## config.mk

```make
export PLATFORM = sky130hd
export DESIGN_NAME = gpu_display_ctrl_flat
export DESIGN_NICKNAME = d
export VERILOG_FILES = /design/src/rtl/gpu_display_ctrl_if.sv /design/src/rtl/gpu_display_ctrl.sv /design/src/flat_wrapper.sv
export SDC_FILE = /design/constraint.sdc
export NUM_CORES = 1
export LEC_CHECK = 0
export BUFFER_PORTS_ARGS = -buffer_cell sky130_fd_sc_hd__clkbuf_2
export CAP_MARGIN = 0
export CORE_UTILIZATION = 56
export CTS_CLUSTER_SIZE = 8
export DETAILED_ROUTE_END_ITERATION = 6
export PLACE_DENSITY = 0.94
export SETUP_SLACK_MARGIN = 0.5
export SLEW_MARGIN = 20
export SYNTH_ARGS = -nofsm -noshare
export SYNTH_HDL_FRONTEND = slang
export SYNTH_SLANG_ARGS = --single-unit
```

## constraint.sdc

```tcl
create_clock -name clk -period 4 [get_ports clk]
set_input_delay 0.8 -clock clk [delete_from_list [all_inputs] [get_ports clk]]
set_output_delay 0.8 -clock clk [all_outputs]
set_load 0.02 [all_outputs]
```

## src/rtl/gpu_display_ctrl_if.sv

```systemverilog
// Display controller bus: layer renderer request/return, video out, register port, irq.
// Ports: master = display controller (drives coords, video, rdata, irq);
//        slave  = renderers and host (drive layer returns and register accesses).
interface gpu_display_ctrl_if #(
    parameter int NUM_LAYERS = 2,
    parameter int COLOR_W    = 6
);
    logic [7:0]                    win_x;
    logic [7:0]                    win_y;
    logic                          in_vblank;
    logic [NUM_LAYERS*COLOR_W-1:0] layer_rgb;
    logic [NUM_LAYERS-1:0]         layer_valid;
    logic [COLOR_W-1:0]            rgb;
    logic                          hsync;
    logic                          vsync;
    logic                          controller_start_fetch;
    logic [1:0]                    reg_addr;
    logic [7:0]                    reg_wdata;
    logic                          reg_we;
    logic                          reg_sel;
    logic [7:0]                    reg_rdata;
    logic                          irq;

    modport master (
        output win_x, win_y, in_vblank, rgb, hsync, vsync, controller_start_fetch,
        output reg_rdata, irq,
        input  layer_rgb, layer_valid, reg_addr, reg_wdata, reg_we, reg_sel
    );

    modport slave (
        input  win_x, win_y, in_vblank, rgb, hsync, vsync, controller_start_fetch,
        input  reg_rdata, irq,
        output layer_rgb, layer_valid, reg_addr, reg_wdata, reg_we, reg_sel
    );
endinterface

```

## src/rtl/gpu_display_ctrl.sv

```systemverilog
// Raster timing, N-layer priority compositor, and STATUS/IRQ_EN/LINE_CMP/LAYER_EN registers.
// Latency: counters -> rgb/hsync/vsync is LAYER_LATENCY+1 clks; reg_rdata combinational; irq registered.
// Ports: clk, rst (sync, active-high); bus (master): window coords out, layer returns in, video out, reg port.
module gpu_display_ctrl #(
    parameter int H_VISIBLE     = 320,
    parameter int H_FRONT       = 8,
    parameter int H_SYNC        = 48,
    parameter int H_BACK        = 24,
    parameter int V_VISIBLE     = 480,
    parameter int V_FRONT       = 10,
    parameter int V_SYNC        = 2,
    parameter int V_BACK        = 33,
    parameter int WIN_X0        = 32,
    parameter int WIN_W         = 256,
    parameter int WIN_H         = 240,
    parameter int Y_SHIFT       = 1,
    parameter int NUM_LAYERS    = 2,
    parameter int COLOR_W       = 6,
    parameter int LAYER_LATENCY = 1,
    parameter logic [COLOR_W-1:0] BG_COLOR = '0,
    parameter int FETCH_LEN     = 50
) (
    input  logic            clk,
    input  logic            rst,
    gpu_display_ctrl_if.master bus
);
    localparam int H_TOTAL = H_VISIBLE + H_FRONT + H_SYNC + H_BACK;
    localparam int V_TOTAL = V_VISIBLE + V_FRONT + V_SYNC + V_BACK;
    localparam int H_W     = $clog2(H_TOTAL);
    localparam int V_W     = $clog2(V_TOTAL);
    // Selects the v_count bits dropped by the vertical scaling; a line match
    // only fires on the first physical line of each scaled line.
    localparam logic [31:0] Y_MASK = (32'd1 << Y_SHIFT) - 32'd1;

    logic [H_W-1:0] h_count;
    logic [V_W-1:0] v_count;
    logic [31:0]    h32;
    logic [31:0]    v32;
    logic [31:0]    win_y32;
    logic [7:0]     win_y8;
    logic           in_vblank;
    logic           drawing;
    logic           hs_raw;
    logic           vs_raw;

    always_ff @(posedge clk) begin
        if (rst) begin
            h_count <= '0;
            v_count <= '0;
        end else if (h_count == H_W'(H_TOTAL - 1)) begin
            h_count <= '0;
            v_count <= (v_count == V_W'(V_TOTAL - 1)) ? '0 : v_count + 1'b1;
        end else begin
            h_count <= h_count + 1'b1;
        end
    end

    assign h32       = 32'(h_count);
    assign v32       = 32'(v_count);
    assign win_y32   = v32 >> Y_SHIFT;
    assign win_y8    = 8'(win_y32);
    assign in_vblank = (v32 >= V_VISIBLE);
    assign drawing   = (h32 < H_VISIBLE) && (v32 < V_VISIBLE) &&
                       (h32 >= WIN_X0) && (h32 < WIN_X0 + WIN_W) && (win_y32 < WIN_H);
    assign hs_raw    = !((h32 >= H_VISIBLE + H_FRONT) && (h32 < H_VISIBLE + H_FRONT + H_SYNC));
    assign vs_raw    = !((v32 >= V_VISIBLE + V_FRONT) && (v32 < V_VISIBLE + V_FRONT + V_SYNC));

    assign bus.win_x                  = 8'(h32 - WIN_X0);
    assign bus.win_y                  = win_y8;
    assign bus.in_vblank              = in_vblank;
    assign bus.controller_start_fetch = (v32 == 0) && (h32 < FETCH_LEN);

    // Delay drawing/syncs to line up with the layer renderers' returns.
    logic draw_d;
    logic hs_d;
    logic vs_d;

    generate
        if (LAYER_LATENCY == 0) begin : g_nodly
            assign draw_d = drawing;
            assign hs_d   = hs_raw;
            assign vs_d   = vs_raw;
        end else begin : g_dly
            logic [LAYER_LATENCY-1:0] draw_sr;
            logic [LAYER_LATENCY-1:0] hs_sr;
            logic [LAYER_LATENCY-1:0] vs_sr;
            always_ff @(posedge clk) begin
                if (rst) begin
                    draw_sr <= '0;
                    hs_sr   <= '1;
                    vs_sr   <= '1;
                end else begin
                    draw_sr <= LAYER_LATENCY'({draw_sr, drawing});
                    hs_sr   <= LAYER_LATENCY'({hs_sr, hs_raw});
                    vs_sr   <= LAYER_LATENCY'({vs_sr, vs_raw});
                end
            end
            assign draw_d = draw_sr[LAYER_LATENCY-1];
            assign hs_d   = hs_sr[LAYER_LATENCY-1];
            assign vs_d   = vs_sr[LAYER_LATENCY-1];
        end
    endgenerate

    logic [NUM_LAYERS-1:0] layer_en;
    logic [COLOR_W-1:0]    pix;
    logic [COLOR_W-1:0]    rgb_q;
    logic                  hsync_q;
    logic                  vsync_q;

    // Walk from lowest priority up so the lowest enabled+valid index wins.
    always_comb begin
        pix = BG_COLOR;
        for (int i = NUM_LAYERS - 1; i >= 0; i--) begin
            if (bus.layer_valid[i] && layer_en[i]) begin
                pix = bus.layer_rgb[i*COLOR_W +: COLOR_W];
            end
        end
        if (!draw_d) begin
            pix = '0;
        end
    end

    always_ff @(posedge clk) begin
        if (rst) begin
            rgb_q   <= '0;
            hsync_q <= 1'b1;
            vsync_q <= 1'b1;
        end else begin
            rgb_q   <= pix;
            hsync_q <= hs_d;
            vsync_q <= vs_d;
        end
    end

    assign bus.rgb   = rgb_q;
    assign bus.hsync = hsync_q;
    assign bus.vsync = vsync_q;

    // Registers and interrupt sources.
    logic [3:1] flags;
    logic [3:1] irq_en;
    logic [7:0] line_cmp;
    logic       started;
    logic       irq_q;
    logic       wr;
    logic [3:1] ev;
    logic [3:1] clr;
    logic [7:0] en8;

    assign wr = bus.reg_we && bus.reg_sel;

    // 'started' masks the (0,0) position seen on the first cycle out of reset,
    // so the first vblank_end belongs to the next real frame wrap.
    always_comb begin
        ev    = '0;
        ev[1] = started && (h32 == 0) && (v32 == V_VISIBLE);
        ev[2] = started && (h32 == 0) && (v32 == 0);
        ev[3] = started && (h32 == 0) && (v32 < V_VISIBLE) &&
                ((v32 & Y_MASK) == 0) && (win_y8 == line_cmp);
        clr   = (wr && bus.reg_addr == 2'd0) ? bus.reg_wdata[3:1] : 3'b000;
    end

    always_ff @(posedge clk) begin
        if (rst) begin
            flags    <= '0;
            irq_en   <= '0;
            line_cmp <= '0;
            layer_en <= '1;
            started  <= 1'b0;
            irq_q    <= 1'b0;
        end else begin
            started <= 1'b1;
            flags   <= ev | (flags & ~clr);
            irq_q   <= |(flags & irq_en);
            if (wr) begin
                case (bus.reg_addr)
                    2'd1:    irq_en   <= bus.reg_wdata[3:1];
                    2'd2:    line_cmp <= bus.reg_wdata;
                    2'd3:    layer_en <= bus.reg_wdata[NUM_LAYERS-1:0];
                    default: ;
                endcase
            end
        end
    end

    always_comb begin
        en8                 = '0;
        en8[NUM_LAYERS-1:0] = layer_en;
        bus.reg_rdata       = '0;
        case (bus.reg_addr)
            2'd0:    bus.reg_rdata = {4'b0000, flags, in_vblank};
            2'd1:    bus.reg_rdata = {4'b0000, irq_en, 1'b0};
            2'd2:    bus.reg_rdata = line_cmp;
            default: bus.reg_rdata = en8;
        endcase
    end

    assign bus.irq = irq_q;
endmodule

```

## src/flat_wrapper.sv

```systemverilog
// flat-port wrapper written by rule: the top's interface ports become plain ports
module gpu_display_ctrl_flat 
#(
    parameter int H_VISIBLE     = 320,
    parameter int H_FRONT       = 8,
    parameter int H_SYNC        = 48,
    parameter int H_BACK        = 24,
    parameter int V_VISIBLE     = 480,
    parameter int V_FRONT       = 10,
    parameter int V_SYNC        = 2,
    parameter int V_BACK        = 33,
    parameter int WIN_X0        = 32,
    parameter int WIN_W         = 256,
    parameter int WIN_H         = 240,
    parameter int Y_SHIFT       = 1,
    parameter int NUM_LAYERS    = 2,
    parameter int COLOR_W       = 6,
    parameter int LAYER_LATENCY = 1,
    parameter logic [COLOR_W-1:0] BG_COLOR = '0,
    parameter int FETCH_LEN     = 50
)
  (clk, rst, bus_win_x, bus_win_y, bus_in_vblank, bus_rgb, bus_hsync, bus_vsync, bus_controller_start_fetch, bus_reg_rdata, bus_irq, bus_layer_rgb, bus_layer_valid, bus_reg_addr, bus_reg_wdata, bus_reg_we, bus_reg_sel);
  gpu_display_ctrl_if #(.NUM_LAYERS(NUM_LAYERS), .COLOR_W(COLOR_W)) bus_i ();
  input  logic clk;
  input  logic rst;
  output wire logic [$bits(bus_i.win_x)-1:0] bus_win_x;
  output wire logic [$bits(bus_i.win_y)-1:0] bus_win_y;
  output wire logic [$bits(bus_i.in_vblank)-1:0] bus_in_vblank;
  output wire logic [$bits(bus_i.rgb)-1:0] bus_rgb;
  output wire logic [$bits(bus_i.hsync)-1:0] bus_hsync;
  output wire logic [$bits(bus_i.vsync)-1:0] bus_vsync;
  output wire logic [$bits(bus_i.controller_start_fetch)-1:0] bus_controller_start_fetch;
  output wire logic [$bits(bus_i.reg_rdata)-1:0] bus_reg_rdata;
  output wire logic [$bits(bus_i.irq)-1:0] bus_irq;
  input wire logic [$bits(bus_i.layer_rgb)-1:0] bus_layer_rgb;
  input wire logic [$bits(bus_i.layer_valid)-1:0] bus_layer_valid;
  input wire logic [$bits(bus_i.reg_addr)-1:0] bus_reg_addr;
  input wire logic [$bits(bus_i.reg_wdata)-1:0] bus_reg_wdata;
  input wire logic [$bits(bus_i.reg_we)-1:0] bus_reg_we;
  input wire logic [$bits(bus_i.reg_sel)-1:0] bus_reg_sel;
  assign bus_win_x = bus_i.win_x;
  assign bus_win_y = bus_i.win_y;
  assign bus_in_vblank = bus_i.in_vblank;
  assign bus_rgb = bus_i.rgb;
  assign bus_hsync = bus_i.hsync;
  assign bus_vsync = bus_i.vsync;
  assign bus_controller_start_fetch = bus_i.controller_start_fetch;
  assign bus_reg_rdata = bus_i.reg_rdata;
  assign bus_irq = bus_i.irq;
  assign bus_i.layer_rgb = bus_layer_rgb;
  assign bus_i.layer_valid = bus_layer_valid;
  assign bus_i.reg_addr = bus_reg_addr;
  assign bus_i.reg_wdata = bus_reg_wdata;
  assign bus_i.reg_we = bus_reg_we;
  assign bus_i.reg_sel = bus_reg_sel;
  gpu_display_ctrl #(.H_VISIBLE(H_VISIBLE), .H_FRONT(H_FRONT), .H_SYNC(H_SYNC), .H_BACK(H_BACK), .V_VISIBLE(V_VISIBLE), .V_FRONT(V_FRONT), .V_SYNC(V_SYNC), .V_BACK(V_BACK), .WIN_X0(WIN_X0), .WIN_W(WIN_W), .WIN_H(WIN_H), .Y_SHIFT(Y_SHIFT), .NUM_LAYERS(NUM_LAYERS), .COLOR_W(COLOR_W), .LAYER_LATENCY(LAYER_LATENCY), .BG_COLOR(BG_COLOR), .FETCH_LEN(FETCH_LEN)) u_core (.clk(clk), .rst(rst), .bus(bus_i));
endmodule
```

* Word level (Yosys, flattened, before mapping)
Index checks and enable logic that the tools add are counted.
Widths: inputs -> output; s select.
** Storage, ports and cells
- Register bits after elaboration :: 48
- Input port bits :: 28
- Output and inout bits :: 35
** Cells by class
- Add/sub/neg operators :: 3
- Order comparisons :: 11
- Equality and inequality tests :: 7
- Muxes and demuxes :: 6
- Bitwise logic cells :: 5
- Reduce and logical (&&, ||, !) cells :: 29
** Operators with widths (number)
- $logic_not 32->1 :: 3
- $lt 9x9->1 const B :: 3
- $pmux 8 s3 :: 1
- $ge 10x9->1 const B :: 2
- $lt 10x9->1 const B :: 2
- $logic_and 1x1->1 :: 17
- $mux 6 :: 2
- $add 10x1->10 const B :: 1
- $eq 10x10->1 const B :: 1
- $eq 10x9->1 const B :: 1
- $mux 10 :: 1
- $add 9x1->9 const B :: 1
- $eq 9x9->1 const B :: 1
- $ge 9x6->1 const B :: 1
- $ge 9x9->1 const B :: 1
- $lt 9x6->1 const B :: 1
- $lt 9x8->1 const B :: 1
- $eq 8x8->1 :: 1
- $sub 8x6->8 const B :: 1
- $and 3x3->3 :: 2
- $reduce_and 2->1 :: 3
- $eq 2x2->1 const B :: 2
- $reduce_or 2->1 :: 2
- $mux 3 :: 1
- other kinds (8) :: 9

* Depth between registers and ports, before layout
Gate-level depths: netlist of run 1.
- Depth in word-level cells :: 6
- Gate-level depth with buffers :: 6
- Gate-level depth less buffers :: 6

* Worst setup path after synthesis of run 1
Ideal clock, no wire load.
- Path type :: input -> output
- Start point :: input bus_reg_addr[1]
- End point :: output bus_reg_rdata[1]
- Data arrival time :: 1723 ps
- Slack :: 1477 ps
- Stages on the path :: 2
- Buffers on the path :: 1
- Cells stage by stage :: clkbuf_1 -> mux4_2
** On the way
- Longest elaborated chain between the ends :: 2
** RTL lines
- from (decl) :: RTL line flat_wrapper.sv:37 : input wire logic [$bits(bus_i.reg_addr)-1:0] bus_reg_addr;
- $eq 2x2->1 (tied with other cells) :: RTL line gpu_display_ctrl.sv:190 : case (bus.reg_addr)
- $pmux 8 s3 * :: RTL line gpu_display_ctrl.sv:190
- to (decl) :: RTL line flat_wrapper.sv:33 : output wire logic [$bits(bus_i.reg_rdata)-1:0] bus_reg_rdata;
Every way passes the cells marked *; elsewhere a longest branch is shown, timed or not.

* Worst setup path in the final report of run 1
- Start point :: register u_core.v_count[1]
- End point :: output bus_controller_start_fetch
** On the way
- Longest elaborated chain between the ends :: 2
** RTL lines
- from (decl) :: RTL line gpu_display_ctrl.sv:36 : logic [V_W-1:0] v_count;
- from (signal assigned) :: RTL line gpu_display_ctrl.sv:52 : v_count <= (v_count == V_W'(V_TOTAL - 1)) ? '0 : v_count + 1'b1;
- $logic_not 32->1 :: RTL line gpu_display_ctrl.sv:71 : assign bus.controller_start_fetch = (v32 == 0) && (h32 < FETCH_LEN);
- $logic_and 1x1->1 :: RTL line gpu_display_ctrl.sv:71
- to (decl) :: RTL line flat_wrapper.sv:32 : output wire logic [$bits(bus_i.controller_start_fetch)-1:0] bus_controller_start_fetch;
No other way between the ends.

==> impl_results.md, run 1 <==
- Area of placed instances: 2640 um^2
- Primary flip-flop cell chosen by synthesis mapping: dfxtp_1
- Type of origin of the critical path: flip-flop
- CTS HTree Levels: 2
- Area of all placed cells without fillers: 2740 um^2
- Post-synthesis cell type with the largest combined area: dfxtp_1
- Leakage power figure: about 0.0011 uW
- HP Class: reg -> reg
- Count of buffers from port buffering: 62
- CTS Hold Buffers Added: 0
- First-pass GRT wire length: 8510 um
- Initial Utilization: 0.594
- Clock skew: 0.00473 ns
- Initial antenna violation count: 0
- Clock latency on the worst-skew pair: 0.30 ns
- Worst slew margin relative to its limit: 0.665
- Worst slew pin tran: approximately 0.50 ns
- Worst Path Required: about 3.2 ns
- Clock tree sinks: 48
- Via count: 2133
- Arrival time of data at the critical path endpoint: roughly 2.2 ns
- DP HPWL: 3920 um
- Final setup violation count: 0
- Final count of hold timing violations: 0
- Detailed-route vias per instance: roughly 5.6
- Core region area: 4090 um^2
- Synth area leaders: dfxtp_1, xnor2_1, nand2_1
- Detailed-route wire length: between 5000 and 6000 um
- Count of buffers added by post-CTS timing repair for setup: 0
- Detailed-router iteration count before antenna repair: 4
- Clock period minus final worst setup slack: ~3.0 ns
- Overall routing resource usage: 0.246
- Unrepaired setup endpoints after global routing: false
- Stage delay of the slowest cell on the critical path: between 0.5 and 0.6 ns
- Total die area: 4600 um^2
- Chip width: approximately 68 um
- Pin count of the biggest net entering global routing: 24
- Final #Nets: ~360
- Number of synthesized flops with an enable pin: 0
- Cell with the biggest individual delay on the critical path: or4b_2
- Critical path fanouts, max: 8
- Root buffer cell: clkbuf_8
- Number of buffers created by CTS: 5
- Largest buffer count on any clock path: 2
- Number of warnings issued by yosys: 0
- Max Clock Freq: ~330 MHz
- Number of cells upsized or downsized after cts: 0
- Sequential cell area fraction in the yosys report: 0.396
- Share of final-layout standard cells stronger than drive strength 1: 0.238
- Number of standard-cell rows in the floorplan: 23
- Combined area of all synthesized cells: 2430 um^2
- Power density normalized to cell area: around 320 nW/um^2
- DR WL/cell: 14.1 um
- Post-route antenna net violation count: 0
- Crit path kind: reg -> out
- Detailed Route Iter0 Violations: around 200
- Area share of the largest cell type after synthesis: 0.396
- Share of flip-flops with an asynchronous set or reset: 0
- Final antenna diode count: 0
- Part of the cycle the worst path needs: 0.759
- Final weighted congestion in routability-driven placement: a little under 1
- Status: completed
- CP endpoint kind: primary output
- Mapped Cells: roughly 280
- Number of unique standard cell types used by synthesis: 47
- Final max-slew violation count: 0
- Total negative slack: 0 ns
- Relative area change from synthesis to final layout: 12.7%
- Clock slew seen by the registers of the worst setup and hold paths: 0.09 ns
- Chain of cells forming the critical path: inv_1 > ha_1 > or4b_2 > nor3_1 > and3_1 > clkbuf_2
- Count of pins on the block boundary: between 60 and 70
- Peak VDD IR: 0.188 mV
- Number of synthesized register bits: between 40 and 50
- Total gr overflow: 0
- Number of max-cap violations: 0
- Clock tree from TritonCTS: done
- Via count of the first global-routing pass: ~1900
- Mean area per synthesized cell: about 8.6 um^2
- Die outline height: around 68 um
- Post-synthesis net count: 320
- DRC violation count after routing: 0
worst max-delay path: cells and delay by family, from the launching register on:
family	cells	cell delay (ns)
adder cells (fa/ha/maj)	1	0.18
flip-flops	1	0.40
AND/OR/NAND/NOR	3	1.09
buffers and inverters	2	0.25
metal layers:
layer | track usage | wire length [um]
met1 | 0.313 | 2360
met2 | 0.405 | 2580
met3 | 0.0467 | 258
met4 | 0.102 | 111
met5 | 0 | 0
synthesized netlist by cell type (4+ instances only):
master / instances
a21oi_1: 15
a22oi_1: 7
and2_1: 5
and3_1: 5
buf_4: 14
clkbuf_1: 8
dfxtp_1: 48
ha_1: 9
inv_1: 12
mux2i_1: 8
nand2_1: 31
nand3_1: 11
nand4_1: 6
nor2_1: 26
nor3_1: 7
nor4_1: 4
o21ai_0: 7
or3_1: 4
or4_1: 4
xnor2_1: 17
flip-flops by register name, summed over array words and instances (netlist names):
| register | count |
|---|---|
| u_core.g_dly.vs_sr | 1 |
| u_core.started | 1 |
| u_core.draw_d | 1 |
| u_core.bus.vsync | 1 |
| u_core.irq_en | 3 |
| u_core.bus.hsync | 1 |
| u_core.layer_en | 2 |
| u_core.h_count | 9 |
| u_core.g_dly.hs_sr | 1 |
| u_core.line_cmp | 8 |
| u_core.v_count | 10 |
| u_core.bus.rgb | 6 |
| u_core.bus.irq | 1 |
| u_core.flags | 3 |
cell type report:
cell class                 instances  area, um^2
fill                             328        1350
multi-input combinational        197        1260
sequential                        48         961
timing repair buffer              62         310
clock buffer                       5        68.8
tap                               50        62.6
inverter                          13        48.8
clock inverter                     3        23.8
cell usage in the layout (no fill, tap or decap), types with 8 or more instances in the layout:
master     n
inv_1     12
clkbuf_2  62
ha_1       9
xnor2_1   17
mux2i_1    8
nand2_1   31
nand3_1   11
a21oi_1   15
nor2_1    26
dfxtp_1   48
per-stage QoR:
| stage | total power, uW | utilization | setup slack (ns) | std cells | hold slack [ns] |
|---|---|---|---|---|---|
| finish | 862 | 0.669 | 0.962 | 378 | 0.415 |
| global route | 893 | 0.669 | 0.819 | 378 | 0.422 |
| global placement | 575 | 0.647 | 1.40 | 370 | 0.392 |
| CTS | 862 | 0.669 | 0.976 | 378 | 0.414 |
| floorplan | 550 | - | 1.48 | 283 | 0.389 |
| detailed placement | 578 | 0.647 | 1.32 | 370 | 0.393 |
kinds of logic after synthesis:
family / share of synthesized area
buffers and inverters: 0.0846
XOR/XNOR: 0.0722
flip-flops: 0.396
AO/OA/AOI/OAI: 0.0985
AND/OR/NAND/NOR: 0.260
adder cells (fa/ha/maj): 0.0464
multiplexers: 0.0423
path summary, 6_finish.rpt:
| check | from | end | slack [ns] | cells after the start |
|---|---|---|---|---|
| worst max-delay path | u_core.v_count[1]$_SDFFE_PP0P_ | bus_controller_start_fetch | 0.96 | 6 |
| worst min-delay path | u_core.g_dly.vs_sr$_SDFF_PP1_ | u_core.bus.vsync$_SDFF_PP1_ | 0.41 | 1 |
| worst min register to register | u_core.g_dly.vs_sr$_SDFF_PP1_ | u_core.bus.vsync$_SDFF_PP1_ | 0.41 | 1 |
| worst max register to register | u_core.h_count[1]$_SDFF_PP0_ | u_core.v_count[9]$_SDFFE_PP0P_ | 1.92 | 5 |
where the power goes:
part	switching [uW]	internal, uW	total (uW)	leakage (uW)
combinational	41.4	31.7	73.2	0.000703
clock	170	124	294	0.0000404
sequential	9.02	486	495	0.000389
No activity file was read; power rests on OpenSTA's default activity.
==> run 2: changes to the inputs <==
- ABC_AREA: unset -> 1
- CORE_UTILIZATION: 56 -> 53
- PLACE_DENSITY: 0.94 -> 0.89
- clock period: 4 -> 2.8 ns (I/O delays scaled with it)
==> run 2 against run 1 <==
Clock skew about the same. First-iteration DRC count decreased by 22%. Total power up 44%. Core utilization is 4.4 points lower. Final area rose by 8.0%. Register-to-register slack worse by 1.0 ns. Critical endpoint unchanged. Sequential share of layout area is 2.5 points lower. Global-route usage down 0.92 points. Count of clock-buffer cells in the layout is the same. Via count rose by 17%. Worst setup slack lost 0.40 ns. Sequential power is 43% higher.
==> impl_results.md, run 2 <==
- Root buffer cell: clkbuf_8
- Overall routing resource usage: 0.236
- Number of max-cap violations: 0
- Clock network power share: 0.335
- Peak VDD IR: 0.282 mV
- Unrepaired setup endpoints after global routing: true
- Combinational share of power: 0.095
- Area of all placed cells without fillers: 2950 um^2
- Number of synthesized register bits: 48
- Post-synthesis cell type with the largest combined area: dfxtp_1
- Initial antenna violation count: 0
- Count of buffers from port buffering: 62
- Status: completed
- Area fraction in compound gates after synthesis: 0.126
- DP HPWL: roughly 4500 um
- Chip width: around 70 um
- Type of origin of the critical path: flip-flop
- Synth area leaders: dfxtp_1, nand2_1, inv_1
- GRT met2 Usage: 0.374
- Final setup violation count: 0
- Power density normalized to cell area: between 400 and 500 nW/um^2
- Crit path kind: reg -> out
- GRT Max-Usage Layer: met2
- Final count of hold timing violations: 0
- Detailed-route vias per instance: about 5
- Detailed-route wire length: ~6000 um
- Instance count after placement with tap cells included: 480
- Count of buffers added by post-CTS timing repair for setup: 0
- First-pass GRT wire length: between 9000 and 10000 um
- Post-synthesis simple-gate area fraction: 0.303
- Via count: 2495
- Area share of the largest cell type after synthesis: 0.371
- Clock tree from TritonCTS: done
- Mean area per synthesized cell: ~7 um^2
- Commonest cells after routing, fill and taps aside: nand2_1, clkbuf_2, nor2_1
- Post-route antenna net violation count: 0
- Largest registers: u_core.v_count (10), u_core.h_count (9), u_core.line_cmp (8)
- Core region area: 4720 um^2
- Worst slew margin relative to its limit: 0.674
- Worst slew pin tran: 0.488 ns
- Power Internal: just over 900 uW
- Share of flip-flops with an asynchronous set or reset: 0
- Sw Share: 0.262
- Clock skew: between 0.005 and 0.006 ns
- Utilization of the core after routing: 0.625
- Post-synthesis net count: 408
- Mux share of post-synthesis cell area: 0
- Final antenna diode count: 0
- Leakage power figure: ~0.0014 uW
- DRC violation count after routing: 0
- Part of the cycle the worst path needs: 0.799
- Arrival time of data at the critical path endpoint: 1.68 ns
- Most repeated cell in the gate-level netlist after synthesis: nand2_1
- Final #Nets: 457
- Number of buffers created by CTS: 5
- Detailed-router iteration count before antenna repair: 4
- Share of final-layout standard cells stronger than drive strength 1: 0.235
- Met3 Usage GRT: 0.0611
- Primary flip-flop cell chosen by synthesis mapping: dfxtp_1
- Final weighted congestion in routability-driven placement: roughly 0.9
- Pin count of the biggest net entering global routing: 20
- Synth cell count leaders: nand2_1, dfxtp_1, inv_1, nor2_1, a21oi_1
- DR WL/cell: approximately 12 um
- Clock tree sinks: between 40 and 50
- Largest register FFs: 10
- Detailed Route Iter0 Violations: about 160
- CP endpoint kind: primary output
- Clock period minus final worst setup slack: 2.24 ns
- Switch Pwr: 325 uW
- Number of unique standard cell types used by synthesis: 32
- Critical path fanouts, max: 5
- CTS HTree Levels: 2
- Final max-slew violation count: 0
- Synth Area in Adders: 0.0434
- Total gr overflow: 0
- GR met1 Demand/Resource: 0.304
- Mapped Cells: about 370
- Total negative slack: 0 ns
- Largest buffer count on any clock path: 2
- Clock latency on the worst-skew pair: approximately 0.30 ns
- Die outline height: between 70 and 80 um
- Max Clock Freq: 447 MHz
- Area of placed instances: between 2000 and 3000 um^2
- Reg2reg path depth: 8
- Most common cell after layout, fill and taps aside: nand2_1
- Combined area of all synthesized cells: around 2600 um^2
- Hold path depth: 1
- Parity-gate share of the synthesized area counting xor and xnor cells: 0.0236
- Count of pins on the block boundary: between 60 and 70
- Largest family of logic cells by synthesized area: simple AND/OR/NAND/NOR gates
- Register containing the most flip-flops in the final layout: u_core.v_count
- Layout Cells excl Fill: slightly below 500
- Total die area: between 5000 and 6000 um^2
- HP Class: reg -> reg
- Initial Utilization: 0.549
- Via count of the first global-routing pass: 2185
- Post-route total power: 1240 uW
- Clock slew seen by the registers of the worst setup and hold paths: 0.09 ns
- Register share of total power: 0.571
- Sequential cell area fraction in the yosys report: 0.371
- Worst Path Required: around 2.2 ns
- Number of standard-cell rows in the floorplan: 25
- Number of warnings issued by yosys: 0
- Relative area change from synthesis to final layout: 13.9%
- Number of synthesized flops with an enable pin: 0
[run 2: cell count changes after synthesis, sizes merged, moves of 13 or more]
| cell | delta |
|---|---|
| xnor2 | -16 |
| o21ai | +21 |
| nor2 | +26 |
| nand3 | +13 |
| inv | +41 |
| nand2 | +45 |
[run 2: what timing repair did]
action / CTS / global route
hold buffers: 0 / 0
pin swaps: 0 / 0
gates cloned: 0 / 0
gates resized for setup: 1 / 4
setup endpoints to repair: 1 / 2
[run 2: final cells by class]
type / instances / area [um^2]
clock inverter: 3 / 23.8
timing repair buffer: 63 / 318
tap: 67 / 83.8
fill: 426 / 1770
inverter: 54 / 203
sequential: 48 / 965
multi-input combinational: 248 / 1290
clock buffer: 5 / 68.8
[run 2: power by group through the flow]
stage	Clock (uW)	Sequential, uW	Combinational [uW]
floorplan	0	721	79.2
global placement	0	724	112
detailed placement	0	724	117
CTS	427	708	117
global route	454	711	131
finish	415	708	117
[run 2: critical path, stage by stage, from the launching register on]
cell and delay [ns]:
dfxtp_1 0.34, inv_1 0.16, ha_1 0.20, nand3_1 0.10
nor3_2 0.21, and3_1 0.20, clkbuf_2 0.16
[run 2: layer usage]
layer | up-vias | routed length, um
li1 | 1273 | -
met1 | 1113 | 2540
met2 | 89 | 2790
met3 | 20 | 371
met4 | 0 | 157
met5 | - | 0
[run 2: logic make-up after synthesis]
kind of cell	count (synthesis)
simple gates	172
buf+inv	75
compound gates	60
flops	48
fa+ha+maj	9
xor+xnor	7
[run 2: worst paths after layout]
kind | start | to | slack (ns)
hold reg to reg | u_core.g_dly.vs_sr$_SDFF_PP1_ | u_core.bus.vsync$_SDFF_PP1_ | 0.41
setup / recovery | u_core.v_count[0]$_SDFFE_PP0P_ | bus_controller_start_fetch | 0.56
hold / removal | u_core.g_dly.vs_sr$_SDFF_PP1_ | u_core.bus.vsync$_SDFF_PP1_ | 0.41
setup reg to reg | u_core.h_count[0]$_SDFF_PP0_ | u_core.v_count[2]$_SDFFE_PP0P_ | 0.92
[run 2: metrics by stage]
step           setup slack (ns)  hold WS [ns]
6_report                  0.563         0.414
5_1_grt                   0.497         0.428
4_1_cts                   0.520         0.418
3_5_place_dp              0.803         0.396
3_3_place_gp              0.869         0.394
2_1_floorplan              1.05         0.389
